## src/rtl/piso_pkg.sv

```systemverilog
// Shared types and constants for the parallel-in serial-out transmitter
// and the downstream shift-register stage.
package piso_pkg;

  typedef enum logic {
    IDLE,
    SHIFT
  } state_t;

  localparam int unsigned PISO_WIDTH = 8;

endpackage

```

## src/rtl/piso_tx.sv

```systemverilog
// Parallel-in serial-out transmitter with a one-word holding buffer so that
// consecutive words stream out back to back.
module piso_tx
  import piso_pkg::*;
#(
  parameter int unsigned WIDTH     = PISO_WIDTH,
  parameter bit          LSB_FIRST = 1'b1
) (
  input  logic             clk,
  input  logic             clr,
  input  logic [WIDTH-1:0] din,
  input  logic             din_valid,
  output logic             din_ready,
  output logic             sdata,
  output logic             sdata_valid,
  output logic             sdata_last,
  output logic             busy
);

  localparam int unsigned CW = $clog2(WIDTH);
  localparam logic [CW-1:0] LAST = CW'(WIDTH - 1);

  state_t           state;
  logic [CW-1:0]    cnt;
  logic [WIDTH-1:0] shreg;
  logic [WIDTH-1:0] hold;
  logic             hold_full;
  logic             xfer;
  logic             load_pt;
  logic [WIDTH-1:0] shreg_next;

  // Ready never looks at din_valid, so upstream sees no combinational loop.
  assign din_ready  = ~hold_full & ~clr;
  assign xfer       = din_valid & din_ready;
  assign load_pt    = (state == IDLE) || (cnt == LAST);
  assign shreg_next = LSB_FIRST ? {1'b0, shreg[WIDTH-1:1]} : {shreg[WIDTH-2:0], 1'b0};

  always_ff @(posedge clk) begin
    if (clr) begin
      state     <= IDLE;
      cnt       <= '0;
      shreg     <= '0;
      hold      <= '0;
      hold_full <= 1'b0;
    end else if (load_pt) begin
      if (hold_full) begin
        shreg     <= hold;
        hold_full <= 1'b0;
        state     <= SHIFT;
        cnt       <= '0;
      end else if (xfer) begin
        shreg <= din;
        state <= SHIFT;
        cnt   <= '0;
      end else begin
        state <= IDLE;
      end
    end else begin
      cnt   <= cnt + CW'(1);
      shreg <= shreg_next;
      if (xfer) begin
        hold      <= din;
        hold_full <= 1'b1;
      end
    end
  end

  always_comb begin
    sdata_valid = (state == SHIFT);
    sdata_last  = sdata_valid && (cnt == LAST);
    sdata       = sdata_valid & (LSB_FIRST ? shreg[0] : shreg[WIDTH-1]);
    busy        = sdata_valid | hold_full;
  end

endmodule

```

## config.mk

```make
export PLATFORM = sky130hd
export DESIGN_NAME = piso_tx
export DESIGN_NICKNAME = d
export VERILOG_FILES = /design/src/rtl/piso_pkg.sv /design/src/rtl/piso_tx.sv
export SDC_FILE = /design/constraint.sdc
export NUM_CORES = 1
export LEC_CHECK = 0
export CORE_MARGIN = 3
export CORE_UTILIZATION = 30
export CTS_CLUSTER_DIAMETER = 200
export CTS_CLUSTER_SIZE = 16
export DETAILED_ROUTE_END_ITERATION = 10
export HOLD_SLACK_MARGIN = 0.03
export PLACE_DENSITY = 0.49
export SLEW_MARGIN = 25
export SYNTH_ARGS = -nofsm -noshare
export SYNTH_HDL_FRONTEND = slang
export SYNTH_SLANG_ARGS = --single-unit
```

## constraint.sdc

```tcl
create_clock -name clk -period 3.5 [get_ports clk]
set_clock_uncertainty 0.2 [all_clocks]
set_input_delay 0.875 -clock clk [delete_from_list [all_inputs] [get_ports clk]]
set_output_delay 0.875 -clock clk [all_outputs]
set_load 0.05 [all_outputs]
```

# After elaboration in Yosys (flattened, before gate mapping)
# Cells that the tools add are included.
[totals]
out_inout_bits = 5
wordCells = 31
inputBits = 11
regBits = 21
[op_classes]
n_eq_ne = 2
reduce_logical = 6
n_bitwise = 8
addsub = 1
muxes = 8
[op_table]
columns = ["operator", "n"]
rows = [
  ["$mux W8", 2],
  ["$mux W3", 3],
  ["$mux W7", 1],
  ["$not A1 Y1", 4],
  ["$reduce_or A2 Y1", 2],
  ["$add A3 B1 Y3 const B", 1],
  ["$and A1 B1 Y1", 3],
  ["$eq A3 B3 Y1 const B", 1],
  ["$ne A3 B3 Y1 const B", 1],
  ["$mux W1", 2],
  ["$reduce_and A2 Y1", 1],
  ["$reduce_bool A2 Y1", 1],
  ["$logic_and A1 B1 Y1", 1],
  ["$logic_or A1 B1 Y1", 1],
  ["$or A1 B1 Y1", 1],
]

# Logic depth before layout (Yosys ltp)
# Gate-level depths: netlist (run 1).
[depth]
depth_word = 6
ltp_mapped = 7
mapped_depth_nobuf = 5

# Worst setup path after synthesis (run 1)
# No wires, ideal clock.
[synth_timing]
path_type = "input-to-output"
start = "input port clr"
end = "output port din_ready"
stages = 3
required_time_ns = 2.425
path_buffers = 2
slack_ns = 0.538
t_arrival_ns = 1.887
path_cell_list = "buf_2 -> buf_1 -> nor2_1"
[synth_between]
elab_chain_cells = 2
[synth_rtl]
columns = ["element", "line_no", "rtl"]
rows = [
  ["start, declared", "piso_tx.sv:10", "input logic clr,"],
  ["$not A1 Y1", "piso_tx.sv:33", "assign din_ready = ~hold_full & ~clr;"],
  ["$and A1 B1 Y1", "piso_tx.sv:33", ""],
  ["end, declared", "piso_tx.sv:13", "output logic din_ready,"],
]
# No other way between the ends.

# Worst setup path after layout (run 1)
[layout_timing]
start = "register cnt[0]"
end = "output port sdata_last"
[layout_between]
elab_chain_cells = 2
[layout_rtl]
columns = ["element", "line_no", "rtl"]
rows = [
  ["start, declared", "piso_tx.sv:24", "logic [CW-1:0] cnt;"],
  ["start signal, assigned", "piso_tx.sv:59", "cnt <= cnt + CW'(1);"],
  ["$eq A3 B3 Y1", "piso_tx.sv:70", "sdata_last = sdata_valid && (cnt == LAST);"],
  ["$logic_and A1 B1 Y1", "piso_tx.sv:70", ""],
  ["end, declared", "piso_tx.sv:16", "output logic sdata_last,"],
]
# No other way between the ends.

==> run_results.csv, run 1 <==
group,metric,value,unit
status,status,"completed",
global_routing,track_usage,0.131,
setup_path,required,2.42,ns
sta,setup_viol,0,
setup_path,worstPathArrival,2.02,ns
floorplan,dieWidth,64.7,µm
synthesis,yosysWarningCount,0,
sta,slew_headroom,0.583,
synthesis,syn_area_per_cell,8.76,µm²
worst_hold_path,holdPathEnd,"shreg[7]",
synthesis,synthesis.nets,131,
clock_network,cts_tree,"done",
worst_hold_path,hold_start,"hold[7]",
global_routing,grt_max_degree,28,
clock_network,cts_resized,0,
final_layout,synthToLayoutAreaGrowth,20.8,%
floorplan,std_cell_rows,20,
place,place_inst,172,
routing,firstDrtPassIters,4,
clock_network,cts_hold_buf,0,
final_layout,antenna_cells,0,
routing,ant_nets,0,
clock_network,cts.path.max_buffers,2,
setup_path,startpoint_type,"flop",
synthesis,yosysUniqueCellTypes,29,
synthesis,synth-seq-cells,21,
floorplan,die_area,4190,µm²
synthesis,synth_top_area_frac,0.407,
routing,drt_iter0_drc,26,
routing,vias,908,
worst_hold_path,whs_path_depth,2,
floorplan,fp.coreArea,3180,µm²
routing,drt-total-wl,2490,µm
clock_network,cts-root-buf,"clkbuf_4",
clock_network,cts.clk_slew.worst_paths,0.11,ns
sta,post-route-min-period,3.10,ns
floorplan,start_util,0.325,
synthesis,syn_inst,118,
setup_path,crit_fanout,5,
final_layout,multi_input_area,546,µm²
final_layout,regArea,420,µm²
place,gp_congestion,0.731,
sta,hold_violations,0,
setup_path,worst-setup-path-type,"reg -> out",
routing,wl_per_cell,14.1,µm
final_layout,finalNonFillerCells,176,
final_layout,drive_gt1_frac,0.106,
clock_network,clock_latency,0.31,ns
worst_hold_path,hold_class,"reg -> reg",
final_layout,final_nets,146,
clock_network,cts_made_buffers,3,
routing,viasPerCell,5.16,
global_routing,grt_pass1_vias,848,
synthesis,synth_edf_count,0,
setup_path,timing.rr.start,"cnt[0]",
clock_network,cts_setup_buffers,0,
synthesis,post-synth-top-count-cell,"dfxtp_1",
global_routing,grt_first_pass_wirelength,4310,µm
setup_path,endpoint_kind,"output pin",
sta,fmax,323,MHz
place,io_buffer_count,15,
clock_network,cts_max_level,1,
final_layout,fillers,331,
global_routing,antenna_found_initial,0,
floorplan,io_pins,16,
synthesis,synthTopCellsByCount,"dfxtp_1 (21), nand2_1 (11), nand3_1 (11), nor2_1 (11), o211ai_1 (8)",
sta,finalSetupTns,0,ns
power,powerDensity,388,nW/µm²
place,dp_hpwl,1660,µm
floorplan,die_h,64.7,µm
synthesis,synthTopCellsByArea,"dfxtp_1 (41%), a2111oi_0 (5.9%), o211ai_1 (5.8%), nand3_1 (5.3%), nor3b_1 (5.1%)",
synthesis,ys.flop_type,"dfxtp_1",
synthesis,yosys.area.top_type,"dfxtp_1",
routing,drc,0,
global_routing,grt_remaining_overflow,0,
sta,report.final.slew_viol_count,0,
power,p_leak,0.494,nW
synthesis,synthArstFlopShare,0,
synthesis,yosysSeqAreaShare,0.407,
sta,worst_slew_pin_slew,0.625,ns
clock_network,clock_sinks,21,
power,ir_drop,172,µV
synthesis,synth_area,1030,µm²
setup_path,rrSetupSlack,1.28,ns
flow_run,maxCapViolCount,0,
setup_path,reg2reg_to,"shreg[0]",
setup_path,rr_worst_depth,6,
sta,rsz0062_at_grt,"false",
sta,timing.final.crit_share,0.886,
[through the flow]
stage	hold slack, ns	cell area, µm²	power [mW]	util	worst slack [ns]
final	0.282	1250	0.484	0.393	0.401
after global routing	0.300	1250	0.510	0.393	0.271
after floorplan	0.244	1030	0.333	-	0.538
after detailed placement	0.271	1220	0.368	0.385	0.715
after CTS	0.286	1250	0.488	0.393	0.380
after global placement	0.259	1220	0.367	0.385	0.706
[flip-flops by register name, summed over array words and instances (netlist names)]
signal and flops:
hold 8, shreg 8, sdata_valid 1, hold_full 1, cnt 3
[metal layers]
metal  share of wire  wire (µm)  GRT usage
met5               0          0          0
met4           0.015         38     0.0317
met3           0.041        103     0.0468
met2            0.44       1090      0.202
met1            0.51       1260      0.173
[cell usage in the layout (no fill, tap or decap)]
cell and count:
clkdlybuf4s50_1 14, clkbuf_1 1, nand3_1 11, ha_1 2, buf_12 1, nor4b_4 1
nand2b_1 1, nor2b_1 5, inv_1 1, or2b_1 1, clkbuf_4 3, o211ai_1 8
and2_2 2, nand3b_2 1, nand2_1 11, a211oi_1 1, a2111oi_0 7, nor4_1 7
dfxtp_1 21, buf_4 5, nor3b_1 7, nor2_1 11, and2b_1 3, or2_2 1
a211o_1 1, nor3_1 1, a21oi_1 4
[cell type report]
cell class	instances	area share
tap	44	0.0441
clock buffer	4	0.0210
inverter	1	0.00301
multi-input combinational	86	0.437
sequential	21	0.337
timing repair buffer	20	0.158
[power by group]
part           leakage [nW]  switching [mW]  internal (mW)
Sequential            0.173         0.00860          0.255
Combinational         0.307          0.0555         0.0431
Clock                0.0150          0.0778         0.0446
[worst max-delay path by stage]
| stage | from | to | slack [ns] | depth (start not counted) |
|---|---|---|---|---|
| after floorplan | clr | din_ready | 0.54 | 3 |
| after global placement | clr | din_ready | 0.71 | 3 |
| after detailed placement | clr | din_ready | 0.71 | 3 |
| after CTS | cnt[0] | sdata_last | 0.38 | 4 |
| after global routing | cnt[0] | sdata_last | 0.27 | 4 |
| final | cnt[0] | sdata_last | 0.40 | 4 |
[worst max-delay path, stage by stage, from the launching register on]
cell	delay, ns
dfxtp_1	0.37
ha_1	0.15
ha_1	0.24
and2_2	0.17
clkdlybuf4s50_1	0.79
[cells by family (layout without fill, tap and decap cells)]
group | Yosys count | count (layout) | synth area share
buffers and inverters | 11 | 25 | 0.0654
DFF | 21 | 21 | 0.407
AOI/OAI and AO/OA | 21 | 21 | 0.153
and+or+nand+nor | 63 | 63 | 0.351
adders and majority gates | 2 | 2 | 0.0242
Power figures use the tool's default switching activity.
==> run 2: changes to the inputs <==
Settings changed: CAP_MARGIN from default to 10, CORE_UTILIZATION 30 to 55, PLACE_DENSITY 0.49 to 0.8.
==> run 2 against run 1 <==
Net effect:
- first-iteration DRC count is 12% lower
- worst hold slack better by 0.0025 ns
- worst setup slack worse by 0.017 ns
- routed wire length is 11% lower
- critical path depth stayed put
- sequential power hardly changed
- core utilization is 30 points higher
- sequential share of layout area is 0.87 points higher
- largest cell class unchanged
==> run_results.csv, run 2 (synthesis results as in run 1) <==
group,metric,value,unit
sta,slew_headroom,0.540,
setup_path,worst-setup-path-type,"reg -> out",
routing,met3_length,45,µm
routing,top_layer_used,"met4",
floorplan,die_area,2440,µm²
sta,finalSetupTns,0,ns
global_routing,grt_remaining_overflow,0,
place,dp_hpwl,1480,µm
place,place_inst,152,
status,status,"completed",
place,io_buffer_count,15,
clock_network,cts_max_level,1,
sta,hold_violations,0,
power,finalPower,477,µW
final_layout,drive_gt1_frac,0.0992,
clock_network,cts_tree,"done",
final_layout,fillers,152,
final_layout,final_nets,145,
final_layout,final_cell_mix,"dfxtp_1 (21), clkdlybuf4s50_1 (14), nor2_1 (11), nand3_1 (11), nand2_1 (11)",
final_layout,reg.largest.list,"hold: 8 flops, shreg: 8 flops, cnt: 3 flops",
routing,drt_iter0_drc,23,
flow_run,maxCapViolCount,0,
clock_network,clock_sinks,21,
final_layout,antenna_cells,0,
floorplan,die_h,49.4,µm
clock_network,cts_setup_buffers,0,
routing,wl_per_cell,14.2,µm
setup_path,critPathMaxStageDelay,0.79,ns
global_routing,track_usage,0.204,
sta,fmax,321,MHz
routing,ant_nets,0,
clock_network,cts.clk_slew.worst_paths,0.11,ns
global_routing,grt_first_pass_wirelength,3860,µm
setup_path,cp_cell_sequence,"ha_1 -> ha_1 -> and2_2 -> clkdlybuf4s50_1",
floorplan,std_cell_rows,15,
sta,timing.final.crit_share,0.891,
final_layout,multi_input_area,546,µm²
clock_network,cts.path.max_buffers,2,
global_routing,grt_max_degree,28,
power,p_leak,0.489,nW
routing,firstDrtPassIters,4,
worst_hold_path,hold_class,"reg -> reg",
setup_path,worstPathArrival,2.04,ns
clock_network,cts-root-buf,"clkbuf_4",
final_layout,synthToLayoutAreaGrowth,17.8,%
setup_path,critical-path-slowest-cell,"clkdlybuf4s50_1",
final_layout,finalNonFillerCells,156,
setup_path,crit_fanout,5,
global_routing,grt_pass1_vias,860,
floorplan,io_pins,16,
sta,rsz0062_at_grt,"false",
final_layout,mostFrequentLayoutCell,"dfxtp_1",
floorplan,fp.coreArea,1750,µm²
sta,setup_viol,0,
sta,post-route-min-period,3.12,ns
clock_network,clock_latency,0.31,ns
floorplan,start_util,0.592,
clock_network,cts_made_buffers,3,
routing,drc,0,
routing,met1_length,1050,µm
final_layout,regArea,420,µm²
setup_path,path_buf_inv,1,
setup_path,rrSetupSlack,1.19,ns
power,ir_drop,267,µV
setup_path,crit_path_frequent_cell,"ha_1",
setup_path,startpoint_type,"flop",
place,gp_congestion,0.801,
sta,worst_slew_pin_slew,0.688,ns
power,powerDensity,392,nW/µm²
routing,viasPerCell,5.92,
sta,report.final.slew_viol_count,0,
global_routing,antenna_found_initial,0,
setup_path,required,2.42,ns
clock_network,cts_resized,0,
clock_network,cts_hold_buf,0,
setup_path,path_delay_family,"buffers and inverters",
routing,dr_wl_met2,1090,µm
floorplan,dieWidth,49.4,µm
setup_path,endpoint_kind,"output pin",
routing,vias,924,
routing,drt-total-wl,2220,µm
==> run 2: cell types whose count changed in the layout (fill, tap and decap cells not counted), sizes merged <==
cell,delta
buf,-1
==> run 2: worst reg2reg max path: stages (launching register included) <==
cell       delay, ns
dfxtp_1         0.34
ha_1            0.20
ha_1            0.25
nor2b_1         0.53
buf_4           0.30
a2111oi_0       0.09
nor4_1          0.32
==> run 2: final timing paths <==
kind	from	to	cells after the start
min	hold[7]	shreg[7]	2
max	cnt[0]	sdata_last	4
min reg2reg	hold[7]	shreg[7]	2
max reg2reg	cnt[0]	shreg[6]	6
==> run 2: cell type report <==
cell class                 instances  share of cell area
timing repair buffer              19               0.156
inverter                           1             0.00308
clock buffer                       4              0.0216
multi-input combinational         86               0.448
sequential                        21               0.345
tap                               25              0.0257
==> run 2: layer usage <==
| layer | global-route usage | up-vias |
|---|---|---|
| met5 | 0 | - |
| met1 | 0.255 | 446 |
| met2 | 0.342 | 14 |
| li1 | - | 459 |
| met3 | 0.0275 | 5 |
| met4 | 0.0995 | 0 |
==> run 2: where the power goes <==
part | internal [mW] | total [mW] | switching (mW) | leakage (nW)
clock network | 0.0445 | 0.117 | 0.0723 | 0.0150
registers | 0.255 | 0.264 | 0.00882 | 0.173
logic | 0.0424 | 0.0965 | 0.0541 | 0.302
==> run 2: through the flow <==
stage	util	setup slack, ns	hold WS, ns	area (µm²)
2_1_floorplan	-	0.538	0.244	1030
3_5_place_dp	0.682	0.643	0.266	1190
4_1_cts	0.697	0.368	0.285	1220
3_3_place_gp	0.682	0.691	0.257	1190
5_1_grt	0.697	0.234	0.300	1220
6_report	0.697	0.383	0.284	1220
